File: config.mk
export PLATFORM = sky130hd
export DESIGN_NAME = serial_word_packer_flat
export DESIGN_NICKNAME = d
export VERILOG_FILES = /design/src/rtl/serial_word_packer_if.sv /design/src/rtl/serial_word_packer.sv /design/src/flat_wrapper.sv
export SDC_FILE = /design/constraint.sdc
export NUM_CORES = 1
export LEC_CHECK = 0
export CAP_MARGIN = 20
export CORE_MARGIN = 8
export CORE_UTILIZATION = 55
export DETAILED_ROUTE_END_ITERATION = 10
export PLACE_DENSITY = 0.87
export SLEW_MARGIN = 20
export SYNTH_ARGS = -nofsm -noshare
export SYNTH_HDL_FRONTEND = slang
export SYNTH_SLANG_ARGS = --single-unit
export TNS_END_PERCENT = 100
File: constraint.sdc
create_clock -name clk -period 5.09 [get_ports clk]
set_input_delay 0.509 -clock clk [delete_from_list [all_inputs] [get_ports clk]]
set_output_delay 0.509 -clock clk [all_outputs]
set_load 0.02 [all_outputs]
File: src/rtl/serial_word_packer_if.sv
// Bit-stream input and packed-word valid/ready output of the serial word packer.
interface serial_word_packer_if #(
    parameter int unsigned WIDTH = 8
);
    localparam int unsigned LENW = $clog2(WIDTH + 1);

    logic             bit_in;
    logic             bit_valid;
    logic             flush;
    logic             word_ready;
    logic [WIDTH-1:0] word_out;
    logic [LENW-1:0]  word_len;
    logic             word_valid;
    logic             overflow;

    // Bit source and word sink side.
    modport master (
        output bit_in, bit_valid, flush, word_ready,
        input  word_out, word_len, word_valid, overflow
    );

    // Packer side.
    modport slave (
        input  bit_in, bit_valid, flush, word_ready,
        output word_out, word_len, word_valid, overflow
    );
endinterface

File: src/rtl/serial_word_packer.sv
// Packs qualified serial bits LSB-first into WIDTH-bit words held in a one-word
// valid/ready output slot, with partial-word flush and a sticky drop flag.
module serial_word_packer #(
    parameter int unsigned WIDTH = 8
) (
    input  logic                 clk,
    input  logic                 rst,
    serial_word_packer_if.slave  bus
);
    localparam int unsigned LENW = $clog2(WIDTH + 1);

    typedef enum logic [0:0] {EMPTY, FILL} state_t;

    state_t           state, state_n;
    logic [WIDTH-1:0] shreg, shreg_n;
    logic [LENW-1:0]  cnt, cnt_n;
    logic [WIDTH-1:0] word_out_q, word_out_n;
    logic [LENW-1:0]  word_len_q, word_len_n;
    logic             word_valid_q, word_valid_n;
    logic             overflow_q, overflow_n;

    logic [WIDTH-1:0] merged;
    logic [LENW-1:0]  cnt_after;
    logic             emit;
    logic             slot_free;

    // State and output registers.
    always_ff @(posedge clk or posedge rst) begin
        if (rst) begin
            state        <= EMPTY;
            shreg        <= '0;
            cnt          <= '0;
            word_out_q   <= '0;
            word_len_q   <= '0;
            word_valid_q <= 1'b0;
            overflow_q   <= 1'b0;
        end else begin
            state        <= state_n;
            shreg        <= shreg_n;
            cnt          <= cnt_n;
            word_out_q   <= word_out_n;
            word_len_q   <= word_len_n;
            word_valid_q <= word_valid_n;
            overflow_q   <= overflow_n;
        end
    end

    // Next-state, collector and output slot logic.
    always_comb begin
        state_n      = state;
        shreg_n      = shreg;
        cnt_n        = cnt;
        word_out_n   = word_out_q;
        word_len_n   = word_len_q;
        word_valid_n = word_valid_q;
        overflow_n   = overflow_q;

        // Bits above cnt are always zero, so OR-ing in the new bit is enough.
        merged    = shreg | (WIDTH'(bus.bit_in & bus.bit_valid) << cnt);
        cnt_after = cnt + LENW'(bus.bit_valid);
        // A full word and a flushed partial both emit cnt_after bits.
        emit      = (cnt_after == LENW'(WIDTH)) ||
                    (bus.flush && (cnt_after != '0));
        slot_free = !word_valid_q || bus.word_ready;

        if (word_valid_q && bus.word_ready) begin
            word_valid_n = 1'b0;
        end

        if (emit) begin
            if (slot_free) begin
                word_out_n   = merged;
                word_len_n   = cnt_after;
                word_valid_n = 1'b1;
            end else begin
                overflow_n = 1'b1;
            end
        end

        case (state)
            EMPTY: begin
                if (emit) begin
                    shreg_n = '0;
                    cnt_n   = '0;
                end else if (bus.bit_valid) begin
                    shreg_n = merged;
                    cnt_n   = cnt_after;
                    state_n = FILL;
                end
            end
            FILL: begin
                if (emit) begin
                    shreg_n = '0;
                    cnt_n   = '0;
                    state_n = EMPTY;
                end else begin
                    shreg_n = merged;
                    cnt_n   = cnt_after;
                end
            end
            default: begin
                shreg_n = '0;
                cnt_n   = '0;
                state_n = EMPTY;
            end
        endcase
    end

    assign bus.word_out   = word_out_q;
    assign bus.word_len   = word_len_q;
    assign bus.word_valid = word_valid_q;
    assign bus.overflow   = overflow_q;
endmodule

File: src/flat_wrapper.sv
// flat-port wrapper written by rule: the top's interface ports become plain ports
module serial_word_packer_flat 
#(
    parameter int unsigned WIDTH = 8
)
  (clk, rst, bus_bit_in, bus_bit_valid, bus_flush, bus_word_ready, bus_word_out, bus_word_len, bus_word_valid, bus_overflow);
  serial_word_packer_if #(.WIDTH(WIDTH)) bus_i ();
  input  logic clk;
  input  logic rst;
  input wire logic [$bits(bus_i.bit_in)-1:0] bus_bit_in;
  input wire logic [$bits(bus_i.bit_valid)-1:0] bus_bit_valid;
  input wire logic [$bits(bus_i.flush)-1:0] bus_flush;
  input wire logic [$bits(bus_i.word_ready)-1:0] bus_word_ready;
  output wire logic [$bits(bus_i.word_out)-1:0] bus_word_out;
  output wire logic [$bits(bus_i.word_len)-1:0] bus_word_len;
  output wire logic [$bits(bus_i.word_valid)-1:0] bus_word_valid;
  output wire logic [$bits(bus_i.overflow)-1:0] bus_overflow;
  assign bus_i.bit_in = bus_bit_in;
  assign bus_i.bit_valid = bus_bit_valid;
  assign bus_i.flush = bus_flush;
  assign bus_i.word_ready = bus_word_ready;
  assign bus_word_out = bus_i.word_out;
  assign bus_word_len = bus_i.word_len;
  assign bus_word_valid = bus_i.word_valid;
  assign bus_overflow = bus_i.overflow;
  serial_word_packer #(.WIDTH(WIDTH)) u_core (.clk(clk), .rst(rst), .bus(bus_i));
endmodule
==> reports/results.ini, run 1 <==
[status]
status = finished, final reports clean

[timing]
fin_setup_tns_ps = 0
final.min_clock_period_ps = 2770
tightest_slew_ps = 940
hold_viol = 0
fin_skew_ps = 4.87
grt_setup_unrepaired = false
slew_headroom_pct = 36.9
drv_slew = 0
period_share_pct = 54.4
finalSetupViolCount = 0
fmax_ghz = 0.361

[setup_path]
startpoint_type = input port
required_ps = 5320
reg2reg_from = u_core.cnt[0]
worstSetupEndpointType = flop
reg2reg_slack_ps = 2630
crit_type = input port to flop
rr_endpoint = u_core.bus.word_out[7]
crit_fanout = 11
crit_arrival_ps = 3000
r2r_cells = 5

[clocking]
cts.sinks = 27
cts_tree = built
ctsHoldBuffers = 0
cts_buffers = 3
clock-root-buffer = clkbuf_4
path_clk_slew_ps = 140
clock_path_buffers = 2
worst_skew_pair.late_latency_ps = 320
cts_resized = 0
post_cts_buffers = 0
htreeDepth = 1

[routing]
routed_via_density = 5.44
routed_wl_um = 2310
routedWlPerCell_um = 15.0
via_count = 838
drt_iter0_markers = 29
drc = 0
first_pass_iters = 4
ant_nets = 0

[synth]
async_flop_share_pct = 100
ys_top_cells_by_area = dfrtp_1 57%, nor2_1 4.7%, mux2i_1 4.2%, mux2_4 3.8%, inv_1 2.8%
yosysWarnings = 0
yosysSeqAreaShare_pct = 56.9
syn_area_per_cell_um2 = 11.1
yosysTopAreaCellShare_pct = 56.9
ys_types = 28
syn_nets = 115
synth-edff-count = 0
yosysMostFrequentCell = dfrtp_1
yosysTopAreaCell = dfrtp_1
synthFlopType = dfrtp_1
ys_ff_latch = 27
syn_area_um2 = 1190
synthTopCellsByCount = 27 x dfrtp_1, 15 x nor2_1, 9 x inv_1, 6 x a21oi_1
postSynthCellCount = 107

[floorplan]
chipWidth_um = 62.5
rows = 17
die_area_um2 = 3900
start_util_pct = 55.8
core_area_um2 = 2130
io_pins = 20
die_height_um = 62.5

[power_and_ir_drop]
switching_share_pct = 39.7
leakagePower_nw = 0.659
clockPowerShare_pct = 13.5
seqPwrFrac_pct = 42.6
irDropWorstVdd_v = 0.000280
power.density_nw_per_um2 = 488
p_sw_mw = 0.274
p_int_mw = 0.417
pwr-share-comb_pct = 43.9

[flow_run]
drv_cap = 0

[finish]
areaGrowthSynthToFinish_pct = 19.3
nets = 135
diodes = 0
drive_above_1_share_pct = 9.52
final_util_pct = 66.6

[hold_path]
hp-class = flop to flop
whs_endpoint = u_core.bus.overflow
min_from = u_core.bus.overflow
whs_path_depth = 1

[global_routing]
grt_most_used_layer = met2
grt_use_met3_pct = 1.79
track_usage_pct = 12.5
antenna_found_initial = 0
grt_pass1_wl_um = 4070
grt_overflow = 0
use_met2_pct = 19.1
grt_use_met1_pct = 15.9
grt_max_degree = 28
grt_pass1_vias = 867

[placement]
place_congestion = 0.803
place.detailed.hpwl_um = 1600
numPortBuffers = 19

## power groups by stage
stage / clock network (mW) / logic, mW / registers, mW
floorplan: 0 / 0.179 / 0.323
global placement: 0 / 0.280 / 0.296
detailed placement: 0 / 0.291 / 0.298
CTS: 0.0946 / 0.293 / 0.293
global route: 0.102 / 0.327 / 0.302
finish: 0.0933 / 0.303 / 0.294
## per-layer routing
| layer | up-vias | wire (µm) |
|---|---|---|
| met1 | 422 | 1090 |
| met2 | 16 | 1100 |
| met4 | 0 | 55 |
| met5 | - | 0 |
| met3 | 5 | 69 |
| li1 | 395 | - |
## worst max-delay path, stage by stage
cell and delay [ps]:
clkdlybuf4s50_1 570, ha_1 220, ha_1 190, xor2_1 240, nor3_1 180, a211oi_4 690, mux2_2 400
## sequential cells by signal (all words and copies together) (netlist names)
name and cells:
u_core.shreg 8, u_core.bus.word_valid 1, u_core.bus.word_len 4, u_core.bus.word_out 8, u_core.bus.overflow 1, u_core.state 1, u_core.cnt 4
## area by class of cell
cell class | instances | area, µm²
Tap cell | 28 | 35.0
Sequential cell | 27 | 676
Multi-Input combinational cell | 67 | 455
Timing Repair Buffer | 19 | 190
Fill cell | 156 | 711
Clock buffer | 4 | 26.3
Inverter | 9 | 33.8
## through the flow
| step | setup slack (ps) | cells | power, mW | hold WS [ps] | area [µm²] |
|---|---|---|---|---|---|
| 2_1_floorplan | 2960 | 107 | 0.503 | 449 | 1190 |
| 3_3_place_gp | 1820 | 150 | 0.576 | 439 | 1380 |
| 3_5_place_dp | 1710 | 150 | 0.589 | 448 | 1380 |
| 4_1_cts | 2050 | 154 | 0.681 | 480 | 1410 |
| 5_1_grt | 2110 | 154 | 0.731 | 505 | 1420 |
| 6_report | 2320 | 154 | 0.691 | 476 | 1420 |
## cells in the final DEF (no fill, tap or decap), drive strengths merged
| cell | instances |
|---|---|
| xor2 | 3 |
| nor2b | 4 |
| nand3 | 3 |
| a2bb2oi | 1 |
| mux2i | 5 |
| nor3 | 2 |
| a211oi | 1 |
| and3 | 1 |
| o31ai | 1 |
| a21oi | 6 |
| nand2 | 4 |
| inv | 8 |
| or2 | 1 |
| ha | 2 |
| nor2 | 15 |
| clkinv | 1 |
| a31o | 2 |
| a21o | 2 |
| clkdlybuf4s50 | 19 |
| clkbuf | 4 |
| mux2 | 4 |
| nand2b | 1 |
| a31oi | 2 |
| dfrtp | 27 |
| o21ai | 5 |
| o31a | 1 |
| xnor2 | 1 |
## logic make-up after synthesis
| kind of cell | synth area share, % |
|---|---|
| AOI/OAI and AO/OA | 11.6 |
| xor gates and xnor gates | 2.95 |
| adders and majority gates | 2.11 |
| buffers and inverters | 5.69 |
| DFF | 56.9 |
| muxes | 8.96 |
| and+or+nand+nor | 11.8 |
## worst max-delay path by stage
stage	cells past startpoint	startpoint	endpoint	slack, ps
final	7	bus_bit_valid	u_core.bus.word_out[7]	2320
after global routing	7	bus_bit_valid	u_core.bus.word_out[7]	2110
after detailed placement	7	bus_bit_valid	u_core.bus.word_out[7]	1710
after global placement	7	bus_bit_valid	u_core.bus.word_out[7]	1820
after floorplan	7	bus_bit_valid	u_core.bus.word_len[2]	2960
after CTS	7	bus_bit_valid	u_core.bus.word_out[7]	2050
Power figures use the tool's default switching activity.
==> run 2: changes to the inputs <==
Settings changed: CORE_UTILIZATION 55 to 51, PLACE_DENSITY 0.87 to 0.82.
Clock period 5.09 ns to 2.7 ns, I/O delays scaled along.
==> reports/results.ini, run 2 (synthesis results as in run 1) <==
[status]
status = finished, final reports clean

[finish]
final_cell_mix = 27 x dfrtp_1, 19 x clkdlybuf4s50_1, 15 x nor2_1, 9 x inv_1, 6 x a21oi_1
multi_input_area_um2 = 444
drive_above_1_share_pct = 13.0
nets = 140
seq_area_um2 = 676
fillers = 168
diodes = 0
areaGrowthSynthToFinish_pct = 21.9
final_common_cell = dfrtp_1

[timing]
fmax_ghz = 0.446
fin_skew_ps = 6.45
final.min_clock_period_ps = 2240
grt_setup_unrepaired = false
fin_setup_tns_ps = 0
drv_slew = 0
period_share_pct = 83.1
slew_headroom_pct = 74.2
hold_viol = 0
tightest_slew_ps = 384
hold_ws_ps = 263
finalSetupViolCount = 0

[global_routing]
track_usage_pct = 11.6
grt_max_degree = 28
grt_pass1_wl_um = 3870
grt_pass1_vias = 844
grt_overflow = 0
antenna_found_initial = 0

[setup_path]
crit_fanout = 7
rr_endpoint = u_core.bus.word_out[7]
cpMostUsedCell = ha_1
r2r_cells = 7
startpoint_type = input port
crit_start = bus_bit_valid
crit_type = input port to flop
crit_arrival_ps = 2490
reg2reg_from = u_core.cnt[0]
required_ps = 2950
crit_end = u_core.bus.word_out[7]
worstSetupEndpointType = flop
max_stage_delay_ps = 520
cp_cell_sequence = clkdlybuf4s50_1, ha_1, ha_1, xor2_1, o31a_1, a211oi_2, buf_4, mux2_2
reg2reg_slack_ps = 540
slowest_stage = clkdlybuf4s50_1

[power_and_ir_drop]
seqPwrFrac_pct = 41.3
clockPowerShare_pct = 14.1
pwr-share-comb_pct = 44.6
switching_share_pct = 38.8
p_sw_mw = 0.523
p_int_mw = 0.825
power.density_nw_per_um2 = 931
leakagePower_nw = 0.689
irDropWorstVdd_v = 0.000603

[routing]
via_count = 863
routed_via_density = 5.43
drt_iter0_markers = 23
routedWlPerCell_um = 14.5
ant_nets = 0
first_pass_iters = 4
top_layer_used = met4
drc = 0
met3_length_um = 141
met1_length_um = 1040
routed_wl_um = 2310
dr_wl_met2_um = 1090

[clocking]
path_clk_slew_ps = 160
clock-root-buffer = clkbuf_4
htreeDepth = 1
cts.sinks = 27
cts_tree = built
cts_buffers = 3
worst_skew_pair.late_latency_ps = 330
clock_path_buffers = 2
post_cts_buffers = 0
ctsHoldBuffers = 0
cts_resized = 0

[floorplan]
rows = 17
io_pins = 20
die_height_um = 64.3
start_util_pct = 53.7
chipWidth_um = 64.3
core_area_um2 = 2210
die_area_um2 = 4130

[placement]
place_congestion = 0.829
place.detailed.hpwl_um = 1620
numPortBuffers = 19

[flow_run]
drv_cap = 0

[hold_path]
hp-class = input port to async pin

-- run 2: cell count changes in the layout (fill, tap and decap cells not counted), sizes merged --
cell	change
clkbuf	-1
inv	+2
buf	+5
clkinv	-1
-- run 2: critical path, delay by kind of cell --
kind	cells	cell delay, ps
buf+inv	2	730
fa+ha+maj	2	480
xor+xnor	1	170
mux	1	340
compound gates	2	490
-- run 2: per-layer routing --
layer  track usage (%)  up-vias
li1                  -      406
met5                 0        -
met3              5.40        4
met4              3.54        0
met1              13.2      429
met2              18.9       24
-- run 2: stage by stage --
| step | util (%) | setup WS [ps] | area (µm²) | std cells | power (mW) |
|---|---|---|---|---|---|
| after floorplan | - | 698 | 1190 | 107 | 0.947 |
| after global placement | 64.0 | 191 | 1420 | 155 | 1.15 |
| after detailed placement | 64.0 | 170 | 1420 | 155 | 1.16 |
| after CTS | 65.4 | 501 | 1450 | 159 | 1.35 |
| after global routing | 65.4 | 378 | 1450 | 159 | 1.42 |
| final | 65.4 | 456 | 1450 | 159 | 1.35 |
-- run 2: final cells by class --
type                    instances  area share (%)
flip-flops and latches         27            46.7
multi-input cells              67            30.7
repair buffers                 24            15.7
well taps                      28            2.42
inverters                       9            2.33
clock buffers                   3            1.56
clock inverters                 1           0.605
-- run 2: worst min path at each step --
stage	startpoint	to	slack (ps)	cells after the start
floorplan	rst	u_core.bus.overflow	320	1
global route	rst	u_core.bus.word_out[2]	300	3
detailed placement	u_core.bus.overflow	u_core.bus.overflow	450	1
global placement	u_core.bus.overflow	u_core.bus.overflow	440	1
CTS	rst	u_core.bus.word_out[0]	270	3
finish	rst	u_core.shreg[0]	260	3
-- run 2: power groups by stage --
stage | registers [mW] | logic [mW] | clock network, mW
after floorplan | 0.609 | 0.338 | 0
after global placement | 0.559 | 0.586 | 0
after detailed placement | 0.562 | 0.598 | 0
after CTS | 0.557 | 0.601 | 0.193
after global routing | 0.568 | 0.650 | 0.207
final | 0.557 | 0.602 | 0.190
